<file path="src/rtl/stack_id_sorter.sv">
// Per-die 3D-stack ID assignment engine: learns its ID from the die below, announces
// itself upward at rising power levels and waits for the die above to acknowledge.
module stack_id_sorter #(
    parameter logic [15:0] SYNC_WORD   = 16'hBEEF,
    parameter logic [3:0]  HDR         = 4'hA,
    parameter int          ACK_TIMEOUT = 20,
    parameter int          LEVEL_MAX   = 15
) (
    input  logic        div_8_clk,
    input  logic        rst_n,
    input  logic        f_layer,
    input  logic        rx_valid,
    input  logic [31:0] rx_data,
    output logic        tx_valid,
    output logic [31:0] tx_data,
    output logic [3:0]  chip_id,
    output logic [3:0]  pwr_upper,
    output logic [3:0]  pwr_level,
    output logic        sort_finish,
    output logic        is_top,
    output logic        proto_err
);

    localparam int TW = $clog2(ACK_TIMEOUT + 1);

    typedef enum logic [2:0] {
        IDLE,
        RX_ID,
        REPLY,
        TX,
        WAIT_ACK,
        DONE
    } state_t;

    state_t        state;
    state_t        state_nx;
    logic [TW-1:0] timer;
    logic          good_frame;
    logic          ack;
    logic          timeout;
    logic          at_max;
    logic [3:0]    id_next;
    logic          set_top;
    logic          set_err;

    assign good_frame = rx_valid && (rx_data[15:0] == SYNC_WORD) && (rx_data[31:28] == HDR);
    assign id_next    = chip_id + 4'd1;
    assign ack        = good_frame && (rx_data[23:20] == id_next);
    assign timeout    = (timer == TW'(ACK_TIMEOUT - 1));
    assign at_max     = (pwr_level == 4'(LEVEL_MAX));
    assign sort_finish = (state == DONE);

    // NOTE: every signal driven here gets a default first so no path can infer a latch.
    always_comb begin
        state_nx = state;
        tx_valid = 1'b0;
        tx_data  = 32'h0;
        set_top  = 1'b0;
        set_err  = 1'b0;
        case (state)
            IDLE: state_nx = f_layer ? TX : RX_ID;
            RX_ID: begin
                if (good_frame) begin
                    // ID 0xF leaves no room for a die above, so this die is the top.
                    if (rx_data[19:16] == 4'hF) begin
                        state_nx = DONE;
                        set_top  = 1'b1;
                    end else begin
                        state_nx = REPLY;
                    end
                end
            end
            REPLY: begin
                tx_valid = 1'b1;
                tx_data  = {HDR, pwr_upper, chip_id, id_next, SYNC_WORD};
                state_nx = TX;
            end
            TX: begin
                tx_valid = 1'b1;
                tx_data  = {HDR, pwr_level, chip_id, id_next, SYNC_WORD};
                state_nx = WAIT_ACK;
            end
            WAIT_ACK: begin
                if (ack) begin
                    state_nx = DONE;
                end else begin
                    set_err = good_frame;
                    if (timeout) begin
                        state_nx = at_max ? DONE : TX;
                        set_top  = at_max;
                    end
                end
            end
            DONE:    state_nx = DONE;
            default: state_nx = IDLE;
        endcase
    end

    // NOTE: state registers use non-blocking assignments so every flop samples pre-edge values.
    always_ff @(posedge div_8_clk or negedge rst_n) begin
        if (!rst_n) begin
            state     <= IDLE;
            timer     <= '0;
            chip_id   <= 4'h0;
            pwr_upper <= 4'h0;
            pwr_level <= 4'h0;
            is_top    <= 1'b0;
            proto_err <= 1'b0;
        end else begin
            state <= state_nx;
            timer <= (state == WAIT_ACK) ? timer + TW'(1) : '0;
            if (state == IDLE) begin
                chip_id <= f_layer ? 4'h1 : 4'h0;
            end
            if (state == RX_ID && good_frame) begin
                chip_id   <= rx_data[19:16];
                pwr_upper <= rx_data[27:24];
            end
            if (state_nx == TX && state != TX && !at_max) begin
                pwr_level <= pwr_level + 4'd1;
            end
            if (set_top) begin
                is_top <= 1'b1;
            end
            if (set_err) begin
                proto_err <= 1'b1;
            end
        end
    end

endmodule

</file>
<file path="config.mk">
export PLATFORM = sky130hd
export DESIGN_NAME = stack_id_sorter
export DESIGN_NICKNAME = d
export VERILOG_FILES = /design/src/rtl/stack_id_sorter.sv
export SDC_FILE = /design/constraint.sdc
export NUM_CORES = 1
export LEC_CHECK = 0
export CORE_UTILIZATION = 42
export DETAILED_ROUTE_END_ITERATION = 7
export PLACE_DENSITY_LB_ADDON = 0.15
export SLEW_MARGIN = 20
export SYNTH_ARGS = -nofsm -noshare
export SYNTH_HDL_FRONTEND = slang
export SYNTH_SLANG_ARGS = --single-unit
</file>
<file path="constraint.sdc">
create_clock -name div_8_clk -period 6.1 [get_ports div_8_clk]
set_input_delay 0.915 -clock div_8_clk [delete_from_list [all_inputs] [get_ports div_8_clk]]
set_output_delay 0.915 -clock div_8_clk [all_outputs]
set_load 0.1 [all_outputs]
</file>
==> reports/metrics.cfg <==
[timing]
hold_viol_final = 0
drv_slew = 0
setup_violations = 0
fin_skew_ns = 0.001120
max_freq_mhz = 268.6
rsz0062_at_grt = false
max_slew_margin = 0.3426
period_share = 0.6104
tightest_slew_ns = 0.9831
hold_slack_ns = 0.4688
fin_setup_tns_ns = 0
setup_slack_ns = 2.377
period_minus_slack_ns = 3.723

[floorplanning]
die_h_um = 62.73
top_level_ports = 84
die_w_um = 62.73
start_util = 0.4500
die_area_um2 = 3935
fp-row-count = 21
coreArea_um2 = 3442

[clock_tree]
path_clk_slew_ns = 0.08
clock-sinks = 22
cts_hold_buf = 0
cts_tree = built
cts_buffers = 3
htree_levels = 1
post_cts_resized = 0
clockBufferDepth = 2
postCtsSetupRepairBufs = 0
cts_root_buffer = clkbuf_8
insertion_delay_ns = 0.26

[flow_run]
cap_violations = 0

[finish]
final_common_cell = clkdlybuf4s50_1
final_cell_mix = clkdlybuf4s50_1, dfrtp_1, nor2_1, nand2_1
diodes = 0
fin_area_um2 = 2301
fin_nets = 260
area_growth_pct = 48.55
final_core_util = 0.6685
drive_gt1_frac = 0.1000

[setup_path]
cp-end-kind = primary output
slowest_delay_ns = 1.14
cp.depth = 5
crit_type = flip-flop to primary output
r2r_cells = 7
start_kind = flip-flop
r2r-start = chip_id[0]
cp.arrival_ns = 2.81
crit_chain = inv_2 > nand2_1 > inv_1 > and2_1 > clkdlybuf4s50_1
path_buf_inv = 3
path_max_fanout = 23
critPathRequiredTime_ns = 5.18
cpLargestDelayFamily = buffers and inverters
cp_slowest_cell = clkdlybuf4s50_1
crit_start = state[2]

[synthesis]
synthCells = 158
synth_cell_type_count = 45
synth.avg_cell_area_um2 = 9.804
ys_seq_area_frac = 0.3554
synth_ff_type = dfrtp_1
syn_area_um2 = 1549
synth_edf_count = 0
synthArstFlopShare = 1.000
yosys_register_bits = 22
yosysWarnings = 0

[global_route]
antenna_found_initial = 0
grt_pass1_wl_mm = 6.141
track_usage = 0.1984
grt_max_degree = 24
grt.overflow.total = 0
grt_pass1_vias = 1323

[routing]
drt-wirelength-per-cell_um = 13.62
drt-initial-drc-count = 39
via_count = 1351
routed_wl_mm = 3.622
viasPerCell = 5.079
dr.pass1.iters = 4
post-route-drc-count = 0
ant_nets = 0

[placement]
gp_congestion = 0.8705
placed_cell_area_um2 = 2235
dpl_worst_slack_ns = 2.639
dpl.hpwl_mm = 2.981
portBuffers = 78

[power_and_ir_drop]
power_leakage_nw = 0.9701
irDropWorstVdd_uv = 217.0
power_density_nw_per_um2 = 430.6

[hold_path]
hold_depth = 1
hold_start = timer[0]
min_path_type = flip-flop to flip-flop

[run_status]
status = finished, final reports clean

final timing paths:
path	slack (ns)	endpoint
setup reg to reg	3.65	pwr_level[1]
setup / recovery	2.38	tx_data[23]
min in group asynchronous	0.62	timer[0]
hold reg to reg	0.47	timer[0]
max in group asynchronous	5.15	pwr_upper[3]
hold / removal	0.47	timer[0]
worst reg2reg max path: stages (launching register included):
cell,delay [ns]
dfrtp_1,0.47
ha_1,0.28
xnor3_1,0.29
nand3_1,0.14
nor4_1,0.57
o31ai_4,0.13
o211ai_4,0.14
mux2_4,0.32
registers in the layout (all words and copies together), names as in the netlist:
signal	cells
chip_id	4
is_top	1
proto_err	1
pwr_level	4
pwr_upper	4
state	3
timer	5
logic make-up (layout without fill, tap and decap cells):
group	count (synthesis)	count (layout)	share of synthesized area
buffers and inverters	29	87	0.1203
AND/OR/NAND/NOR	64	64	0.2423
multiplexers	11	11	0.07916
other	1	5	0.002421
flip-flops	22	22	0.3554
adder cells (fa/ha/maj)	3	3	0.02424
AO/OA/AOI/OAI	15	15	0.09370
XOR/XNOR	13	13	0.08239
Yosys cell counts (4+ instances only):
master,n,area share
nor2_1,17,0.041
nand2_1,9,0.022
mux2i_1,4,0.026
nand3_1,7,0.023
buf_4,20,0.097
xnor2_1,5,0.028
xor2_1,7,0.040
and2_1,6,0.024
inv_1,4,0.0097
mux2_2,6,0.044
dfrtp_1,22,0.36
per-layer routing:
layer,share of wire,routed length [µm],global-route usage,up-vias
met5,0,0,0,-
met4,0.0033,12,0.04360,0
met3,0.065,236,0.03285,2
met2,0.51,1835,0.3478,59
met1,0.42,1538,0.2543,637
li1,-,-,-,653
per-stage QoR:
| stage | std cells | total power [mW] |
|---|---|---|
| 2_1_floorplan | 162 | 0.7495 |
| 3_3_place_gp | 262 | 0.8555 |
| 3_5_place_dp | 262 | 0.8602 |
| 4_1_cts | 266 | 0.9971 |
| 5_1_grt | 266 | 1.035 |
| 6_report | 266 | 0.9909 |
report_power, final:
group | switching (mW) | internal (mW) | total (mW)
clock network | 0.0475 | 0.0876 | 0.135
logic | 0.471 | 0.167 | 0.638
registers | 0.0480 | 0.170 | 0.218
layout make-up:
type                    count  area [µm²]
clock buffers               3       41.29
flip-flops and latches     22       550.5
repair buffers             78       775.7
multi-input cells         111       827.0
inverters                   5       18.77
clock inverters             1       30.03
fillers                   294        1141
well taps                  46       57.56
(Power assumes the default switching activity.)
